## src/rtl/apb_req_master.sv

```systemverilog
`default_nettype none
// ============================================================================
// apb_req_master : valid/ready request channel to single APB3 transfers, with
//                  alignment check and ACCESS-phase timeout.  Revision 1.0
// ============================================================================
module apb_req_master #(
    parameter int APB_ADDR_WIDTH = 32,
    parameter int APB_DATA_WIDTH = 32,
    parameter int TIMEOUT_CYCLES = 16
) (
    input  logic                      clk_i,
    input  logic                      rst_i,
    input  logic                      req_valid_i,
    output logic                      req_ready_o,
    input  logic [APB_ADDR_WIDTH-1:0] req_addr_i,
    input  logic                      req_we_i,
    input  logic [APB_DATA_WIDTH-1:0] req_wdata_i,
    output logic                      rsp_valid_o,
    input  logic                      rsp_ready_i,
    output logic [APB_DATA_WIDTH-1:0] rsp_rdata_o,
    output logic                      rsp_err_o,
    output logic [APB_ADDR_WIDTH-1:0] paddr_o,
    output logic [APB_DATA_WIDTH-1:0] pwdata_o,
    output logic                      pwrite_o,
    output logic                      psel_o,
    output logic                      penable_o,
    input  logic [APB_DATA_WIDTH-1:0] prdata_i,
    input  logic                      pready_i,
    input  logic                      pslverr_i,
    output logic                      timeout_o
);

    localparam int ALIGN_BITS = $clog2(APB_DATA_WIDTH / 8);
    localparam int CNT_W      = (TIMEOUT_CYCLES > 0) ? $clog2(TIMEOUT_CYCLES + 1) : 1;
    localparam logic [APB_ADDR_WIDTH-1:0] ALIGN_MASK =
        APB_ADDR_WIDTH'((64'd1 << ALIGN_BITS) - 64'd1);
    localparam logic [CNT_W-1:0] CNT_LIMIT = CNT_W'(TIMEOUT_CYCLES);
    localparam logic [CNT_W-1:0] CNT_MAX   = '1;

    typedef enum logic [1:0] {
        IDLE   = 2'd0,
        SETUP  = 2'd1,
        ACCESS = 2'd2,
        RESP   = 2'd3
    } state_t;

    state_t           state;
    logic [CNT_W-1:0] cnt;
    logic             misaligned;
    logic             timeout_hit;

    assign misaligned  = |(req_addr_i & ALIGN_MASK);
    assign timeout_hit = (TIMEOUT_CYCLES != 0) && (cnt == CNT_LIMIT);

    // Handshake and APB strobes are pure state decodes, so no input reaches an output.
    assign req_ready_o = (state == IDLE);
    assign psel_o      = (state == SETUP) || (state == ACCESS);
    assign penable_o   = (state == ACCESS);
    assign rsp_valid_o = (state == RESP);

    always_ff @(posedge clk_i) begin
        if (rst_i) begin
            state       <= IDLE;
            cnt         <= '0;
            paddr_o     <= '0;
            pwdata_o    <= '0;
            pwrite_o    <= 1'b0;
            rsp_rdata_o <= '0;
            rsp_err_o   <= 1'b0;
            timeout_o   <= 1'b0;
        end else begin
            timeout_o <= 1'b0;
            case (state)
                IDLE: begin
                    if (req_valid_i) begin
                        paddr_o  <= req_addr_i;
                        pwdata_o <= req_wdata_i;
                        pwrite_o <= req_we_i;
                        if (misaligned) begin
                            rsp_err_o   <= 1'b1;
                            rsp_rdata_o <= '0;
                            state       <= RESP;
                        end else begin
                            state <= SETUP;
                        end
                    end
                end
                SETUP: begin
                    cnt   <= CNT_W'(1);
                    state <= ACCESS;
                end
                ACCESS: begin
                    // pready on the last allowed cycle takes priority over the abort.
                    if (pready_i) begin
                        rsp_rdata_o <= pwrite_o ? '0 : prdata_i;
                        rsp_err_o   <= pslverr_i;
                        state       <= RESP;
                    end else if (timeout_hit) begin
                        rsp_rdata_o <= '0;
                        rsp_err_o   <= 1'b1;
                        timeout_o   <= 1'b1;
                        state       <= RESP;
                    end else if (cnt != CNT_MAX) begin
                        cnt <= cnt + CNT_W'(1);
                    end
                end
                RESP: begin
                    if (rsp_ready_i) begin
                        state <= IDLE;
                    end
                end
                default: state <= IDLE;
            endcase
        end
    end

endmodule
`default_nettype wire

```

## config.mk

```make
export PLATFORM = sky130hd
export DESIGN_NAME = apb_req_master
export DESIGN_NICKNAME = d
export VERILOG_FILES = /design/src/rtl/apb_req_master.sv
export SDC_FILE = /design/constraint.sdc
export NUM_CORES = 1
export LEC_CHECK = 0
export ABC_AREA = 1
export CORE_ASPECT_RATIO = 1.2
export CORE_UTILIZATION = 38
export DETAILED_ROUTE_END_ITERATION = 7
export HOLD_SLACK_MARGIN = 0.15
export PLACE_DENSITY = 0.77
export SLEW_MARGIN = 20
export SYNTH_ARGS = -nofsm -noshare
export SYNTH_HDL_FRONTEND = slang
export SYNTH_SLANG_ARGS = --single-unit
```

## constraint.sdc

```tcl
create_clock -name clk_i -period 1.5 [get_ports clk_i]
set_input_delay 0.45 -clock clk_i [delete_from_list [all_inputs] [get_ports clk_i]]
set_output_delay 0.45 -clock clk_i [all_outputs]
set_load 0.03 [all_outputs]
```

---- Word level (Yosys, flattened, before mapping) ----
Index checks and enable logic that the tools add are counted.
storage, ports and cells
  latch bits .............................. 0
  flip-flop bits (word level) ............. 106
  bits in read-only memories .............. 0
  bits in writable memories ............... 0
  input port bits ......................... 103
  memories ................................ 0
operators by class
  div/mod/pow operators ................... 0
  bitwise logic cells ..................... 1
  equal/unequal tests ..................... 12
  shifts and indexed selects .............. 0
  order comparisons ....................... 0
  multiplexer cells ....................... 22
  add/subtract/negate cells ............... 1
  multiply operators ...................... 0
  reductions and logical operators ........ 10
operators by type and width
  kind                 count
  $mux 32              5
  $pmux 32 s2          1
  $mux 5               3
  $mux 2               5
  $pmux 5 s2           1
  $pmux 2 s4           1
  $reduce_and 4->1     2
  $ne 2x1->1 const B   3
  $ne 2x2->1 const B   3
  $add 5x1->5 const B  1
  $eq 5x5->1 const B   1
  $mux 1               5
  $ne 5x5->1 const B   1
  $eq 2x2->1 const B   2
  $reduce_bool 2->1    2
  $ne 3x1->1 const B   1
  $reduce_and 3->1     1
  $reduce_or 3->1      1
  $eq 2x1->1 const B   1
  $logic_not 2->1      1
  $pmux 1 s2           1
  $reduce_and 2->1     1
  $reduce_or 2->1      1
  $logic_or 1x1->1     1
  $not 1->1            1

---- Longest topological paths before layout ----
Gate-level depths: netlist of the first run.
  word-level depth ........................ 5
  depth in mapped cells ................... 12

---- Worst setup path before layout of the first run ----
No wires, ideal clock.
  path type ............................... flip-flop to flip-flop
  start point ............................. register state[0]
  end point ............................... register rsp_rdata_o[1]
  setup time .............................. 0.110 ns
  arrival time ............................ 1.657 ns
  buffers on the path ..................... 2
  clock period less this slack ............ 1.766 ns
  stages on the path, launching flop included .. 9
  required time ........................... 1.390 ns
  path slack .............................. -0.266 ns
  cells stage by stage .................... dfxtp_1 inv_1 ha_1 nand3_1 buf_1 buf_2 nand4_1 nand2_1 nor2_1
between the ends
  word-level cells in the longest chain between the ends .. 3
  elaborated cells on any way between the ends .. 8
RTL lines
  item                                                 line  RTL
  from (decl)                                          47    state_t state;
  from (signal assigned)                               63    state <= IDLE;
  from (signal assigned)                               82    state <= RESP;
  from (signal assigned)                               84    state <= SETUP;
  $logic_not 2->1 (*)                                  n/a
  via req_ready_o                                      14    output logic req_ready_o,
  $ne 2x1->1 (no source line) (tied with other cells)  n/a
  $reduce_and 4->1 (no source line)                    n/a
  to (signal assigned)                                 95    rsp_rdata_o <= pwrite_o ? '0 : prdata_i;
  to (decl)                                            20    output logic [APB_DATA_WIDTH-1:0] rsp_rdata_o,
Mark *: on every way through the listed nets, which the timed path passes. The rest lies on a longest branch.
A chain may end at the register's enable or synchronous reset.

---- Worst setup path in the final report of the first run ----
  start point ............................. register state[0]
  end point ............................... register rsp_rdata_o[23]
between the ends
  word-level cells in the longest chain between the ends .. 3
  elaborated cells on any way between the ends .. 8
RTL lines
  item                                                 line  RTL
  $eq 2x2->1 or $logic_not 2->1 (tied branches)        73    case (state)
  $ne 3x1->1 (no source line) (tied with other cells)  n/a
  $reduce_and 4->1 (no source line)                    n/a
Several ways; a longest one is shown, not always the timed one.

==> out/results.ini, run 1 <==
[min_path]
min_path_type=in2reg
whs_path_depth=2
worstHoldStart=pready_i
holdPathEnd=timeout_o

[grt]
grt_max_degree=48
grt_util_all_layers_pct=21.16
antenna_found_initial=0
grt_pass1_vias=4410
grt_first_pass_wirelength_um=20580
grt_overflow_total=0

[cells_and_area]
fin_util_pct=67.53
area_delta_synth_final_pct=72.98
antenna_cells=0
nets=979
drive_above_1_share_pct=25.17
n_fill_cell=927
fin_area_um2=7811

[setup_path]
critPathKind=reg2reg
crit_path_end_kind=flip-flop
crit_required_ns=1.77
crit_arrival_ns=1.87
reg2reg_slack_ns=-0.1
start_kind=flip-flop
reg2regPathDepth=9
timing.rr.end=rsp_rdata_o[23]
r2r_start=state[0]
critPathMaxFanout=19
crit_path_start=state[0]

[drt]
antenna_left=0
via_per_inst=4.680
via_count=4825
routed_wl_um=14360
drc=0
dr.first_iter.drc_count=153
routedWlPerCell_um=13.93
drtPass1Iterations=4

[sta]
clock_skew_ns=0.008460
slew_headroom_pct=81.86
hold_viol=0
fin_crit_sh_pct=106.5
slew_violations=0
setup_viol=19
max_freq_mhz=626.2
whs_ns=0.4347
tightest_slew_ns=0.2712
period_needed_ns=1.597
final.setup.worst_slack_ns=-0.09686
rsz0062_at_grt=yes

[synthesis]
netlist_area_um2=4516
syn_avg_cell_area_um2=6.915
synth_seq_cells=106
yosysTopAreaCellShare_pct=46.99
yosysSeqAreaShare_pct=46.99
synth_common_cells=nor2_1 (181), nand2_1 (117), dfxtp_1 (106), inv_1 (81), o21ai_0 (65)
yosys.area.top_type=dfxtp_1
yosys_most_used_dff=dfxtp_1
syn_nets=763
ys_warn_count=0
yosysMostFrequentCell=nor2_1
yosys-top-cells-area=dfxtp_1 (47%), nor2_1 (15%), nand2_1 (9.7%)
async_reset_ff_share_pct=0
synth_cell_types=23
synth_edf_count=0
synth_cells=653

[placed_design]
placed_cell_area_um2=6992
io_buffers=205
gp_congestion=0.7999
dp_hpwl_um=8787

[floorplanning]
die_y_um=121.4
initial_core_util_pct=39.04
die_area_um2=12320
rows=43
io_pins=206
core_um2=11570
die_x_um=101.5

[cts]
clockBufferDepth=2
cts_sinks=106
cts_tree=yes
cts_inserted_buffers=9
cts.htree.levels=3
clkTransAtPathRegs_ns=0.07
clkLatencyLatePin_ns=0.35
cts_root_buffer=clkbuf_16

[run_status]
status=finished, violations left
violations=setup timing

[run]
maxCapViolCount=0

[power_and_ir_drop]
finalPower_mw=16.04
p_leak_nw=3.400
ir_drop_mv=0.8929
power_density_nw_per_um2=2053

logic make-up after synthesis:
kind of cell               synth area share, %
AOI/OAI and AO/OA                        8.202
buffers and inverters                    11.94
adders and majority gates                1.940
DFF                                      46.99
and+or+nand+nor                          30.92
per-layer routing:
metal  GRT usage [%]  routed length [um]
met1           22.97                5174
met2           36.53                7357
met4           8.514                 434
met5               0                   0
met3           8.065                1393
metrics by stage:
step                setup TNS (ns)  setup slack (ns)  cells
floorplan                        0          0.003587    653
global placement            -21.51           -0.2704   1002
detailed placement          -24.42           -0.3014   1002
CTS                        -0.3018          -0.09809   1022
global route                -3.539           -0.1999   1031
finish                     -0.6368          -0.09686   1031
sequential cells by signal, summed over array words and instances, names as in the netlist:
register / count
rsp_rdata_o: 32
pwdata_o: 32
rsp_err_o: 1
paddr_o: 32
pwrite_o: 1
cnt: 5
timeout_o: 1
state: 2
cells in the final DEF (no fill, tap or decap), types with 13 or more instances in the layout:
| cell | count |
|---|---|
| clkdlybuf4s15_2 | 68 |
| clkdlybuf4s50_1 | 101 |
| nor2_1 | 172 |
| nand2_1 | 100 |
| buf_12 | 24 |
| nand4_1 | 33 |
| inv_1 | 69 |
| o21ai_0 | 51 |
| buf_4 | 30 |
| inv_2 | 13 |
| o21ai_1 | 14 |
| clkbuf_16 | 15 |
| dfxtp_1 | 102 |
worst max path at each step:
stage,endpoint,slack [ns],cells past startpoint
floorplan,paddr_o[10],0.004,9
global placement,pwdata_o[22],-0.27,6
detailed placement,pwdata_o[22],-0.30,6
CTS,psel_o,-0.1,3
global route,rsp_rdata_o[23],-0.20,9
finish,rsp_rdata_o[23],-0.1,9
critical path, stage by stage (launching register included):
cell and delay, ns:
dfxtp_2 0.34, inv_4 0.08, ha_4 0.18, inv_4 0.06, o21ai_4 0.18, nand3_4 0.19, buf_12 0.21, nand2_1 0.07
nand2_1 0.06, nor2_1 0.13
cell type report:
cell class / count / area (um^2) / area share [%]
Timing Repair Buffer: 245 / 2791 / 35.74
Multi-Input combinational cell: 422 / 2057 / 26.33
Clock buffer: 9 / 225.2 / 2.883
Tap cell: 157 / 196.4 / 2.515
Inverter: 85 / 326.6 / 4.181
Sequential cell: 106 / 2135 / 27.33
Clock inverter: 7 / 80.08 / 1.025
report_power, final:
group	total [mW]	internal [mW]	switching [mW]
clock	2.38	1.19	1.19
combinational	9.35	4.02	5.34
sequential	4.30	3.75	0.559
total	16.0	8.95	7.08
timing repair:
| item | 4_1_cts | 5_1_grt |
|---|---|---|
| buffers inserted | 4 | 3 |
| cloned | 1 | 6 |
| endpoints found under the setup margin | 103 | 65 |
| hold buffers | 0 | 0 |
| pin swaps | 4 | 16 |
| resized for setup | 238 | 75 |
Power figures use the tool's default switching activity.
==> run 2, diff against run 1 <==
--- a/config.mk
+++ b/config.mk
@@ -11,7 +11,6 @@
 export DETAILED_ROUTE_END_ITERATION = 7
 export HOLD_SLACK_MARGIN = 0.15
 export PLACE_DENSITY = 0.77
-export SLEW_MARGIN = 20
 export SYNTH_ARGS = -nofsm -noshare
 export SYNTH_HDL_FRONTEND = slang
 export SYNTH_SLANG_ARGS = --single-unit
==> results of run 2 <==
The final DEF is identical to that of run 1; final timing and power are the same.
